<file path="src/rtl/rotary_decoder.sv">
// Quadrature rotary encoder decoder: synchronise, debounce, decode detents, track signed position.
// Latency: 2 sync + DEBOUNCE_CYCLES debounce cycles to accept an input, then 1 cycle to ROT_EVENT.
// Backpressure: none; ROT_EVENT is a single-cycle pulse and the consumer must sample it when it fires.
module rotary_decoder #(
    parameter int unsigned DEBOUNCE_CYCLES = 50000
) (
    input  logic       i_clk,
    input  logic       i_rst_n,
    input  logic       i_rot_a,
    input  logic       i_rot_b,
    input  logic       i_err_clr,
    output logic       o_rot_event,
    output logic       o_rot_dir,
    output logic [7:0] o_pos,
    output logic       o_err
);

    // Last counter value before a changed input is accepted.
    localparam logic [15:0] LP_CNT_LAST = 16'(DEBOUNCE_CYCLES - 1);

    // Decoder states; each non-WAIT state corresponds to one debounced {A,B} code.
    typedef enum logic [2:0] {
        S_IDLE = 3'd0,   // 00
        S_CW1  = 3'd1,   // 10
        S_CW2  = 3'd2,   // 11
        S_CW3  = 3'd3,   // 01
        S_CCW1 = 3'd4,   // 01
        S_CCW2 = 3'd5,   // 11
        S_CCW3 = 3'd6,   // 10
        S_WAIT = 3'd7    // after an illegal jump, parked until 00
    } state_t;

    // Bit 1 carries phase A, bit 0 carries phase B throughout.
    logic [1:0]       r_sync1;
    logic [1:0]       r_sync2;
    logic [1:0]       r_deb;
    logic [1:0][15:0] r_cnt;

    state_t           r_state;
    logic             r_event;
    logic             r_dir;
    logic [7:0]       r_pos;
    logic             r_err;

    state_t           w_state_nxt;
    logic             w_illegal;
    logic             w_evt_cw;
    logic             w_evt_ccw;

    // Two-flop synchroniser for the asynchronous encoder phases.
    always_ff @(posedge i_clk or negedge i_rst_n) begin
        if (!i_rst_n) begin
            r_sync1 <= 2'b00;
            r_sync2 <= 2'b00;
        end else begin
            r_sync1 <= {i_rot_a, i_rot_b};
            r_sync2 <= r_sync1;
        end
    end

    // Per-phase debounce: a change is accepted only after it persists without interruption.
    always_ff @(posedge i_clk or negedge i_rst_n) begin
        if (!i_rst_n) begin
            r_deb <= 2'b00;
            r_cnt <= '0;
        end else begin
            for (int i = 0; i < 2; i++) begin
                if (r_sync2[i] == r_deb[i]) begin
                    // Input agrees with accepted value (or bounced back): restart the count.
                    r_cnt[i] <= 16'd0;
                end else if (r_cnt[i] == LP_CNT_LAST) begin
                    r_deb[i] <= r_sync2[i];
                    r_cnt[i] <= 16'd0;
                end else begin
                    r_cnt[i] <= r_cnt[i] + 16'd1;
                end
            end
        end
    end

    // Next-state decode: forward steps advance, single-bit reversals step back,
    // two-bit jumps are illegal and park in WAIT unless they land on 00.
    always_comb begin
        w_state_nxt = r_state;
        w_illegal   = 1'b0;
        w_evt_cw    = 1'b0;
        w_evt_ccw   = 1'b0;
        case (r_state)
            S_IDLE: begin
                case (r_deb)
                    2'b10:   w_state_nxt = S_CW1;
                    2'b01:   w_state_nxt = S_CCW1;
                    2'b11: begin
                        w_state_nxt = S_WAIT;
                        w_illegal   = 1'b1;
                    end
                    default: w_state_nxt = S_IDLE;
                endcase
            end
            S_CW1: begin
                case (r_deb)
                    2'b11:   w_state_nxt = S_CW2;
                    2'b00:   w_state_nxt = S_IDLE;
                    2'b01: begin
                        w_state_nxt = S_WAIT;
                        w_illegal   = 1'b1;
                    end
                    default: w_state_nxt = S_CW1;
                endcase
            end
            S_CW2: begin
                case (r_deb)
                    2'b01:   w_state_nxt = S_CW3;
                    2'b10:   w_state_nxt = S_CW1;
                    2'b00: begin
                        w_state_nxt = S_IDLE;
                        w_illegal   = 1'b1;
                    end
                    default: w_state_nxt = S_CW2;
                endcase
            end
            S_CW3: begin
                case (r_deb)
                    2'b00: begin
                        w_state_nxt = S_IDLE;
                        w_evt_cw    = 1'b1;
                    end
                    2'b11:   w_state_nxt = S_CW2;
                    2'b10: begin
                        w_state_nxt = S_WAIT;
                        w_illegal   = 1'b1;
                    end
                    default: w_state_nxt = S_CW3;
                endcase
            end
            S_CCW1: begin
                case (r_deb)
                    2'b11:   w_state_nxt = S_CCW2;
                    2'b00:   w_state_nxt = S_IDLE;
                    2'b10: begin
                        w_state_nxt = S_WAIT;
                        w_illegal   = 1'b1;
                    end
                    default: w_state_nxt = S_CCW1;
                endcase
            end
            S_CCW2: begin
                case (r_deb)
                    2'b10:   w_state_nxt = S_CCW3;
                    2'b01:   w_state_nxt = S_CCW1;
                    2'b00: begin
                        w_state_nxt = S_IDLE;
                        w_illegal   = 1'b1;
                    end
                    default: w_state_nxt = S_CCW2;
                endcase
            end
            S_CCW3: begin
                case (r_deb)
                    2'b00: begin
                        w_state_nxt = S_IDLE;
                        w_evt_ccw   = 1'b1;
                    end
                    2'b11:   w_state_nxt = S_CCW2;
                    2'b01: begin
                        w_state_nxt = S_WAIT;
                        w_illegal   = 1'b1;
                    end
                    default: w_state_nxt = S_CCW3;
                endcase
            end
            S_WAIT: begin
                if (r_deb == 2'b00) begin
                    w_state_nxt = S_IDLE;
                end
            end
            default: w_state_nxt = S_IDLE;
        endcase
    end

    // FSM state and registered outputs; event, direction and position move together.
    always_ff @(posedge i_clk or negedge i_rst_n) begin
        if (!i_rst_n) begin
            r_state <= S_IDLE;
            r_event <= 1'b0;
            r_dir   <= 1'b0;
            r_pos   <= 8'd0;
            r_err   <= 1'b0;
        end else begin
            r_state <= w_state_nxt;
            r_event <= w_evt_cw | w_evt_ccw;
            if (w_evt_cw) begin
                r_dir <= 1'b1;
                r_pos <= r_pos + 8'd1;
            end else if (w_evt_ccw) begin
                r_dir <= 1'b0;
                r_pos <= r_pos - 8'd1;
            end
            // A new illegal jump takes priority over a clear in the same cycle.
            if (w_illegal) begin
                r_err <= 1'b1;
            end else if (i_err_clr) begin
                r_err <= 1'b0;
            end
        end
    end

    assign o_rot_event = r_event;
    assign o_rot_dir   = r_dir;
    assign o_pos       = r_pos;
    assign o_err       = r_err;

endmodule

</file>
<file path="config.mk">
export PLATFORM = sky130hd
export DESIGN_NAME = rotary_decoder
export DESIGN_NICKNAME = d
export VERILOG_FILES = /design/src/rtl/rotary_decoder.sv
export SDC_FILE = /design/constraint.sdc
export NUM_CORES = 1
export LEC_CHECK = 0
export CAP_MARGIN = 20
export CORE_MARGIN = 8
export CORE_UTILIZATION = 45
export DETAILED_ROUTE_END_ITERATION = 10
export GPL_ROUTABILITY_DRIVEN = 0
export MAX_ROUTING_LAYER = met4
export PLACE_DENSITY = 0.66
export SLEW_MARGIN = 30
export SYNTH_ARGS = -nofsm -noshare
export SYNTH_HDL_FRONTEND = slang
export SYNTH_SLANG_ARGS = --single-unit
</file>
<file path="constraint.sdc">
create_clock -name i_clk -period 2.3 [get_ports i_clk]
set_input_delay 0.345 -clock i_clk [delete_from_list [all_inputs] [get_ports i_clk]]
set_output_delay 0.345 -clock i_clk [all_outputs]
set_load 0.02 [all_outputs]
</file>
# Yosys cells after proc, flatten, opt, wreduce, memory -nomap -nowiden
# Index checks and enable logic that the tools add are counted.
# totals
regBits	52
out_inout_bits	11
word_cells	68
# classes
n_addsub	4
eq_ne	15
muxes	26
bitwise	3
reduce_logical	9
# op_table
op	n
16-bit 2-to-1 mux	4
3-bit case mux with 3 select lines	6
16-bit by 1-bit adder with 16-bit output (second input constant)	2
16-bit == test (second input constant)	2
3-bit case mux with 8 select lines	1
8-bit 2-to-1 mux	2
3-bit == test (second input constant)	4
1-bit 2-to-1 mux	10
8-bit by 1-bit adder with 8-bit output (second input constant)	1
8-bit by 1-bit subtractor with 8-bit output (second input constant)	1
3-bit by 2-bit == test with 1-bit output (second input constant)	2
2-bit case mux with 3 select lines	1
2-bit OR reduction	3
2-bit == test (second input constant)	2
1-bit case mux with 4 select lines	1
2-bit AND reduction	2
2-bit nonzero test	2
3-bit by 1-bit == test with 1-bit output (second input constant)	1
3-bit zero test	1
3-bit 2-to-1 mux	1
1-bit == test	2
2-bit by 1-bit == test with 1-bit output (second input constant)	1
2-bit zero test	1
2-bit != test (second input constant)	1
other kinds (2)	3

# Depth between registers and ports, before layout
# Gate-level depths: netlist (run 1).
# depth
depth_word	5
mapped_depth	11
ltp_nobuf	11

# Least setup slack after synthesis (run 1)
# No wires, ideal clock.
# synth_path
path_kind	register to register
from	reg r_deb[0]
to	reg r_pos[6] (netlist: o_pos[6])
setup_time_ns	0.069
arrival_ns	2.372
required_time_ns	2.231
path_slack_ns	-0.140
stages_incl_launch_ff	12
n_path_buf	0
cell_sequence	dfrtp_1 inv_1 ha_1 nand2_1 nor2_1 nand2_1 ha_1 a21o_1 a21o_1 a21oi_1 or4b_1 nand3_1
# synth_between
elab_chain_cells	4
elab_cells_between_ends	6
# synth_rtl
item	line_no	text
from (decl)	36	logic [1:0] r_deb;
from (signal, indexed assignment)	72	r_deb[i] <= r_sync2[i];
2-bit zero test *	123, 159	
1-bit 2-to-1 mux *	123, 159	
1-bit 2-to-1 mux	88	case (r_state)
8-bit 2-to-1 mux or 2-bit nonzero test (tied branches)	n/a	
to (signal assigned)	194	r_pos <= r_pos + 8'd1;
to (signal assigned)	197	r_pos <= r_pos - 8'd1;
to (decl)	42	logic [7:0] r_pos;
# Mark *: on every way between the ends. The rest lies on a longest branch, timed or not.
# A chain may end at the register's enable or synchronous reset.

# Worst setup path in the final report (run 1)
# Same ends and word-level chain as after synthesis.

==> impl_metrics.yaml, run 1 <==
critical_path:
  critPathMaxFanout: 7
  critPathKind: "reg -> reg"
  worstPathArrival_ns: 2.44
  start_kind: "flop"
  cp-end-kind: "flop"
  worstPathRequired_ns: 2.54
routing:
  drt_first_pass_iters: 4
  routed_via_density: 5.32
  first_iter_violations: 71
  drcViolationCount: 0
  wl_per_cell_um: 13.2
  vias: 2084
  ant_nets: 0
  finalWirelength_um: 5170
timing:
  whs_ns: 0.0686
  hold_viol: 0
  fmaxAchievable_ghz: 0.455
  worst_slew_pin_slew_ns: 0.641
  period_needed_ns: 2.20
  relSlewSlack_pct: 57.3
  fin_crit_sh_pct: 95.6
  slew_viol_final: 0
  setup_viol: 0
  fin_skew_ns: 0.00814
global_route:
  grtUsageMet1_pct: 16.2
  met3_usage_pct: 2.91
  antenna_found_initial: 0
  grt_first_pass_wirelength_um: 9020
  grtUsageTotal_pct: 12.7
  grt_pass1_vias: 2027
  grt_overflow: 0
  grt_max_degree: 28
  met2_usage_pct: 19.4
  busiest_layer: "met2"
min_path:
  hold_path.class: "in -> async"
yosys:
  synth-seq-cells: 52
  synth_cell_types: 42
  syn_inst: 289
  ys_seq_area_share_pct: 46.2
  ys.flop_type: "dfrtp_1"
  synth_area_um2: 2820
  ys_warn_count: 0
  synth_enable_flop_cells: 0
  ys_async_sr_fraction_pct: 100
  syn-num-nets: 311
  syn_avg_cell_area_um2: 9.74
die:
  core_um2: 6200
  die_y_um: 95.1
  start_util_pct: 45.4
  die_w_um: 95.1
  rows: 29
  die-area_um2: 9040
  pin_count: 16
pwr:
  leakagePower_nw: 1.51
  p_per_area_nw_per_um2: 491
  vdd_drop_max_v: 0.000281
  power_frac_seq_pct: 57.0
  internal_power_w: 0.00130
  finalPower_w: 0.00163
  swShare_pct: 20.6
  p_sw_w: 0.000336
  power_frac_comb_pct: 3.0
  pwr-share-clk_pct: 39.9
cells_and_area:
  final_core_util_pct: 53.6
  final_nets: 336
  syn2layout_area_growth_pct: 18.2
  antenna_cells: 0
  fill_cells: 562
  layout-drive-gt1-share_pct: 12.1
  finalNonFillerCells: 392
  stdcell_area_um2: 3330
place:
  dp_cells: 382
  hpwl_um: 3570
  io_buffers: 15
  place_area_um2: 3120
clock_network:
  clock-sinks: 52
  hold_buffers: 0
  htree_num_levels: 2
  cts_buffers: 5
  cts_buffer_depth: 2
  cts-root-buf: "clkbuf_8"
  clk_latency_ns: 0.30
  clk_pin_slew_ns: 0.10
  cts_tree: "yes"
flow_run:
  max_cap_violations: 0
status:
  status: "completed"
cells in the mapped netlist, types with 2 or more instances:
| cell type | count | area share (%) |
|---|---|---|
| dfrtp_1 | 52 | 46 |
| nor2_1 | 48 | 6.4 |
| nand2_1 | 21 | 2.8 |
| xnor2_1 | 20 | 6.2 |
| xor2_1 | 17 | 5.3 |
| ha_1 | 16 | 7.1 |
| inv_1 | 12 | 1.6 |
| nand3_1 | 11 | 2.0 |
| o21ai_0 | 11 | 2.0 |
| and3_1 | 10 | 2.2 |
| nor3_1 | 7 | 1.2 |
| buf_2 | 6 | 1.1 |
| nand4_1 | 5 | 1.1 |
| a21oi_1 | 4 | 0.71 |
| nand2b_1 | 4 | 0.89 |
| a211oi_1 | 3 | 0.80 |
| a21o_1 | 3 | 0.80 |
| mux2i_1 | 3 | 1.1 |
| nor3b_1 | 3 | 0.80 |
| nor4b_1 | 3 | 0.93 |
| o22ai_1 | 3 | 0.67 |
| a22o_1 | 2 | 0.62 |
| and4_1 | 2 | 0.62 |
| clkbuf_1 | 2 | 0.27 |
| mux2_2 | 2 | 0.80 |
| o21bai_1 | 2 | 0.53 |
| o2bb2ai_1 | 2 | 0.62 |
what timing repair did:
item,CTS,global route
pin swaps,1,5
gates resized for setup,1,12
cloned,0,0
setup endpoints to repair,2,4
buffers inserted,1,1
through the flow:
stage	worst slack [ns]	TNS [ns]
2_1_floorplan	0.00495	0
3_3_place_gp	0.0645	0
3_5_place_dp	-0.00748	-0.00748
4_1_cts	0.0107	0
5_1_grt	-0.0354	-0.0354
6_report	0.102	0
critical path: stages (launching register included):
cell     delay, ns
dfrtp_2       0.41
inv_2         0.08
ha_4          0.13
nand2_2       0.07
nor2_4        0.13
nand2_4       0.12
ha_4          0.30
a21o_1        0.11
a21o_1        0.15
a21oi_1       0.09
or4b_1        0.47
nand3_1       0.08
layout by cell type, fill, tap and decap left out, drive strengths merged, types with 2 or more instances in the layout:
master         netlist  layout
a211oi               3       3
a21o                 3       3
a21oi                4       4
a22o                 2       2
and3                10      10
and4                 2       2
buf                  6      12
clkbuf               2       6
clkdlybuf4s50        0      14
dfrtp               52      52
ha                  16      16
inv                 12      12
mux2                 2       2
mux2i                3       3
nand2               21      21
nand2b               4       4
nand3               12      12
nand4                5       5
nor2                48      48
nor3                 7       7
nor3b                3       3
nor4b                3       3
o21ai               11      11
o21bai               2       2
o22ai                3       3
o2bb2ai              2       2
xnor2               20      20
xor2                17      17
sequential cells by signal (all words and copies together) (netlist names):
register	flops
r_sync1	2
r_sync2	2
r_state	3
o_err	1
r_deb	2
o_rot_event	1
o_pos	8
r_cnt	32
o_rot_dir	1
final timing paths:
check,start,to,slack [ns],cells past startpoint
max,r_deb[0],o_pos[6],0.10,11
min,i_rst_n,r_cnt[4],0.07,1
max reg2reg,r_deb[0],o_pos[6],0.10,11
min reg2reg,r_sync1[0],r_sync2[0],0.36,0
max in group asynchronous,i_rst_n,r_deb[0],1.67,2
min in group i_clk,r_sync1[0],r_sync2[0],0.36,0
layer usage:
layer / part of all wire (%) / vias to the layer above
met2: 47 / 30
met3: 3.3 / 6
met4: 1.5 / 0
met1: 48 / 1011
li1: - / 1037
met5: 0 / -
layout make-up:
cell class              instances  area (µm²)  area share, %
clock inverters                 2        38.8           1.17
repair buffers                 26         240           7.22
multi-input cells             217        1520           45.8
inverters                      12        45.0           1.35
well taps                      77        96.3           2.89
flip-flops and latches         52        1300           39.1
clock buffers                   6        82.6           2.48
logic make-up after synthesis:
logic type	synth area share (%)
compound gates	8.98
flops	46.2
simple gates	20.7
xor+xnor	11.5
fa+ha+maj	7.82
mux	1.87
buf+inv	2.93
power by group through the flow:
stage | clock (W) | combinational (W) | sequential, W
after floorplan | 0 | 0.0000195 | 0.000949
after global placement | 0 | 0.0000511 | 0.000950
after detailed placement | 0 | 0.0000518 | 0.000951
after CTS | 0.000677 | 0.0000516 | 0.000933
after global routing | 0.000727 | 0.0000592 | 0.000935
final | 0.000653 | 0.0000494 | 0.000933
No activity file was read; power rests on OpenSTA's default activity.
==> run 2, diff against run 1 <==
--- a/config.mk
+++ b/config.mk
@@ -6,7 +6,8 @@
 export NUM_CORES = 1
 export LEC_CHECK = 0
 export CAP_MARGIN = 20
-export CORE_MARGIN = 8
+export CORE_ASPECT_RATIO = 2
+export CORE_MARGIN = 2
 export CORE_UTILIZATION = 45
 export DETAILED_ROUTE_END_ITERATION = 10
 export GPL_ROUTABILITY_DRIVEN = 0
==> impl_metrics.yaml, run 2 (same netlist as run 1, synthesis figures left out) <==
timing:
  relSlewSlack_pct: 64.5
  whs_ns: -0.00339
  period_needed_ns: 2.20
  hold_viol: 10
  rsz0062_at_grt: "true"
  worst_slew_pin_slew_ns: 0.531
  fin_crit_sh_pct: 95.7
  setup_viol: 0
  fin_skew_ns: 0.00629
  fmaxAchievable_ghz: 0.454
  slew_viol_final: 0
critical_path:
  slowest_delay_ns: 0.46
  cp_top_family: "simple AND/OR/NAND/NOR gates"
  slowest_stage: "or4b_1"
  path_buf_inv: 1
  cp-end-kind: "flop"
  critPathKind: "reg -> reg"
  start_kind: "flop"
  worstPathRequired_ns: 2.53
  crit_chain: "inv_2 > ha_4 > nand2_4 > nor2_4 > nand2_4 > ha_4 > a21o_1 > a21o_1 > a21oi_2 > or4b_1 > nand3_1"
  worstPathArrival_ns: 2.43
  critPathMaxFanout: 7
  r2r_setup_slack_ns: 0.1
die:
  die_w_um: 59.9
  rows: 40
  pin_count: 16
  die_y_um: 116
  core_um2: 6010
  die-area_um2: 6940
  start_util_pct: 46.9
routing:
  vias: 2080
  finalWirelength_um: 5840
  drcViolationCount: 0
  drt_first_pass_iters: 4
  routed_via_density: 5.43
  first_iter_violations: 83
  wl_per_cell_um: 15.2
  ant_nets: 0
cells_and_area:
  stdcell_area_um2: 3420
  layout-drive-gt1-share_pct: 14.1
  final_nets: 341
  antenna_cells: 0
  syn2layout_area_growth_pct: 21.4
  largest_reg_flops: 32
  final_cell_mix: "dfrtp_1 (51), nor2_1 (47), xnor2_1 (20)"
  top_register: "r_cnt"
  final_common_cell: "dfrtp_1"
pwr:
  leakagePower_nw: 1.56
  power_frac_comb_pct: 2.6
  p_per_area_nw_per_um2: 549
  p_sw_w: 0.000362
  swShare_pct: 19.3
  internal_power_w: 0.00152
  vdd_drop_max_v: 0.000541
  power_frac_seq_pct: 49.8
  pwr-share-clk_pct: 47.6
  finalPower_w: 0.00188
min_path:
  hold_path.class: "in -> async"
global_route:
  antenna_found_initial: 0
  grt_first_pass_wirelength_um: 9820
  grt_max_degree: 21
  grt_overflow: 0
  grtUsageTotal_pct: 19.3
  grt_pass1_vias: 2156
clock_network:
  clock-sinks: 52
  htree_num_levels: 2
  cts_buffers: 5
  clk_pin_slew_ns: 0.07
  clk_latency_ns: 0.29
  cts_tree: "yes"
  cts-root-buf: "clkbuf_16"
  cts_buffer_depth: 2
place:
  hpwl_um: 4270
  io_buffers: 15
  place_area_um2: 3100
flow_run:
  max_cap_violations: 0
status:
  violations: "hold timing"
  status: "finished, violations left"
run 2: changes by cell type in the layout (fill, tap and decap cells not counted), sizes merged:
cell	change
buf	+5
clkbuf	+1
clkinv	-1
run 2: repair_timing:
item,4_1_cts,5_1_grt
endpoints found under the setup margin,3,4
pin swaps,1,6
hold buffers,0,0
setup buffers,1,4
resized for setup,2,14
run 2: cell type report:
type / count / area, µm²
Clock inverter: 1 / 30.0
Inverter: 12 / 45.0
Fill cell: 535 / 2590
Clock buffer: 7 / 153
Sequential cell: 52 / 1300
Multi-Input combinational cell: 217 / 1540
Timing Repair Buffer: 31 / 265
Tap cell: 63 / 78.8
run 2: metal layers:
| layer | global-route usage [%] | share of wire, % | vias up |
|---|---|---|---|
| met3 | 3.35 | 1.7 | 4 |
| met2 | 35.0 | 57 | 12 |
| met5 | - | 0 | - |
| met4 | 7.11 | 1.8 | 0 |
| li1 | - | - | 1048 |
| met1 | 20.0 | 40 | 1016 |
run 2: stage by stage:
stage               utilization, %  cells  setup slack (ns)  TNS [ns]
finish                        56.9    383            0.0980         0
global route                  56.9    383          -0.00542  -0.00542
CTS                           55.0    379            0.0167         0
detailed placement            51.7    370           -0.0497   -0.0878
global placement              51.7    370          -0.00932  -0.00932
floorplan                        -    289           0.00495         0
run 2: worst register-to-register path: stages, from the launching register on:
cell	delay (ns)
dfrtp_2	0.41
inv_2	0.08
ha_4	0.15
nand2_4	0.06
nor2_4	0.15
nand2_4	0.13
ha_4	0.31
a21o_1	0.11
a21o_1	0.15
a21oi_2	0.07
or4b_1	0.46
nand3_1	0.08
run 2: worst paths after layout:
check / startpoint / to / cells past startpoint
max: r_deb[0] / o_pos[6] / 11
min: i_rst_n / r_cnt[25] / 1
max reg2reg: r_deb[0] / o_pos[6] / 11
min reg2reg: r_sync1[1] / r_sync2[1] / 0
max in group asynchronous: i_rst_n / r_cnt[21] / 2
min in group i_clk: r_sync1[1] / r_sync2[1] / 0
run 2: power groups by stage:
stage                     combinational (W)  clock [W]  sequential, W
after floorplan                   0.0000195          0       0.000949
after global placement            0.0000502          0       0.000951
after detailed placement          0.0000507          0       0.000952
after CTS                         0.0000514   0.000916       0.000934
after global routing              0.0000566   0.000963       0.000935
final                             0.0000492   0.000893       0.000935
==> run 3, diff against run 2 <==
--- a/config.mk
+++ b/config.mk
@@ -8,11 +8,11 @@
 export CAP_MARGIN = 20
 export CORE_ASPECT_RATIO = 2
 export CORE_MARGIN = 2
-export CORE_UTILIZATION = 45
+export CORE_UTILIZATION = 25
 export DETAILED_ROUTE_END_ITERATION = 10
 export GPL_ROUTABILITY_DRIVEN = 0
 export MAX_ROUTING_LAYER = met4
-export PLACE_DENSITY = 0.66
+export PLACE_DENSITY = 0.42
 export SLEW_MARGIN = 30
 export SYNTH_ARGS = -nofsm -noshare
 export SYNTH_HDL_FRONTEND = slang
==> impl_metrics.yaml, run 3 (same netlist as run 1, synthesis figures left out) <==
status:
  status: "completed"
global_route:
  grt_first_pass_wirelength_um: 10400
  grt_overflow: 0
  antenna_found_initial: 0
  grtUsageTotal_pct: 11.3
  grt_pass1_vias: 2214
  grt_max_degree: 30
timing:
  worst_slew_pin_slew_ns: 0.609
  setup_viol: 0
  period_needed_ns: 2.17
  slew_viol_final: 0
  hold_viol: 0
  fin_skew_ns: 0.00626
  rsz0062_at_grt: "false"
  layout_setup_ws_ns: 0.127
  relSlewSlack_pct: 59.4
  fmaxAchievable_ghz: 0.460
  whs_ns: 0.0559
  fin_crit_sh_pct: 94.5
critical_path:
  critPathKind: "reg -> reg"
  worstPathArrival_ns: 2.41
  worstPathRequired_ns: 2.54
  reg2reg_depth: 11
  r2r_setup_slack_ns: 0.13
  cp-end-kind: "flop"
  r2r-end: "o_pos[6]"
  critPathMaxFanout: 7
  rr_startpoint: "r_deb[0]"
  start_kind: "flop"
clock_network:
  clk_latency_ns: 0.30
  cts_tree: "yes"
  cts_buffer_depth: 2
  clk_pin_slew_ns: 0.07
  htree_num_levels: 2
  cts_buffers: 5
  cts-root-buf: "clkbuf_16"
  clock-sinks: 52
pwr:
  p_per_area_nw_per_um2: 500
  power_frac_seq_pct: 54.3
  swShare_pct: 21.9
  p_sw_w: 0.000377
  internal_power_w: 0.00134
  pwr-share-clk_pct: 42.6
  vdd_drop_max_v: 0.000320
  leakagePower_nw: 1.52
  power_frac_comb_pct: 3.0
cells_and_area:
  fill_cells: 1182
  layout-drive-gt1-share_pct: 12.6
  largest_reg_flops: 32
  final_cell_mix: "dfrtp_1 (51), nor2_1 (47), xnor2_1 (20)"
  regArea_um2: 1300
  antenna_cells: 0
  final_nets: 339
  syn2layout_area_growth_pct: 22.0
  top_register: "r_cnt"
  stdcell_area_um2: 3430
  multi_input_area_um2: 1520
  finalNonFillerCells: 457
  final_common_cell: "dfrtp_1"
  final_core_util_pct: 31.4
place:
  dp_cells: 448
  io_buffers: 15
  pre_cts_ws_ns: -0.0162
  hpwl_um: 4500
  place_area_um2: 3220
routing:
  drt_first_pass_iters: 4
  first_iter_violations: 112
  ant_nets: 0
  drcViolationCount: 0
  routed_via_density: 4.61
  wl_per_cell_um: 13.6
  finalWirelength_um: 6200
  vias: 2105
die:
  die_y_um: 154
  core_um2: 10900
  die-area_um2: 12200
  pin_count: 16
  die_w_um: 79.0
  start_util_pct: 25.7
  rows: 54
min_path:
  hold_path.class: "in -> async"
flow_run:
  max_cap_violations: 0
run 3: cell type report:
cell class	count	share of cell area, %
multi-input cells	217	44.1
flip-flops and latches	52	37.9
repair buffers	29	7.65
well taps	140	5.10
clock buffers	6	3.75
inverters	12	1.31
clock inverters	1	0.146
run 3: worst max-delay path by stage:
stage,end,start,cells past startpoint
2_1_floorplan,o_pos[6],r_deb[1],11
3_3_place_gp,o_pos[7],r_deb[0],11
3_5_place_dp,o_pos[7],r_deb[0],11
6_report,o_pos[6],r_deb[0],11
5_1_grt,o_pos[5],r_deb[0],11
4_1_cts,o_pos[6],r_deb[0],11
run 3: power by group through the flow:
stage | clock network, W | logic [W] | registers [W]
floorplan | 0 | 0.0000195 | 0.000949
global placement | 0 | 0.0000548 | 0.000951
finish | 0.000732 | 0.0000520 | 0.000933
detailed placement | 0 | 0.0000549 | 0.000951
global route | 0.000804 | 0.0000602 | 0.000934
CTS | 0.000772 | 0.0000553 | 0.000933
run 3: per-layer routing:
metal	global-route usage [%]	vias to the layer above	routed length [µm]
li1	-	1041	-
met1	11.3	1036	2410
met2	20.6	20	3560
met3	1.88	8	113
met4	5.50	0	123
met5	-	-	0
run 3: critical path, stage by stage, from the launching register on:
cell and delay, ns:
dfrtp_2 0.41, inv_2 0.06, ha_2 0.18, nand2_2 0.07, nor2_4 0.13, nand2_4 0.11
ha_4 0.29, a21o_1 0.11, a21o_1 0.13, a21oi_1 0.08, or4b_1 0.47, nand3_1 0.08
run 3: per-stage QoR:
| step | setup TNS, ns | total power (W) |
|---|---|---|
| 3_5_place_dp | -0.0162 | 0.00101 |
| 3_3_place_gp | 0 | 0.00101 |
| 2_1_floorplan | 0 | 0.000969 |
| 5_1_grt | 0 | 0.00180 |
| 4_1_cts | 0 | 0.00176 |
| 6_report | 0 | 0.00172 |
run 3: repair_timing:
| item | in CTS | in global routing |
|---|---|---|
| hold buffers | 0 | 0 |
| endpoints found under the hold margin | 0 | 0 |
| pin swaps | 1 | 6 |
| setup endpoints to repair | 2 | 3 |
| resized for setup | 2 | 10 |
| buffers inserted | 0 | 2 |
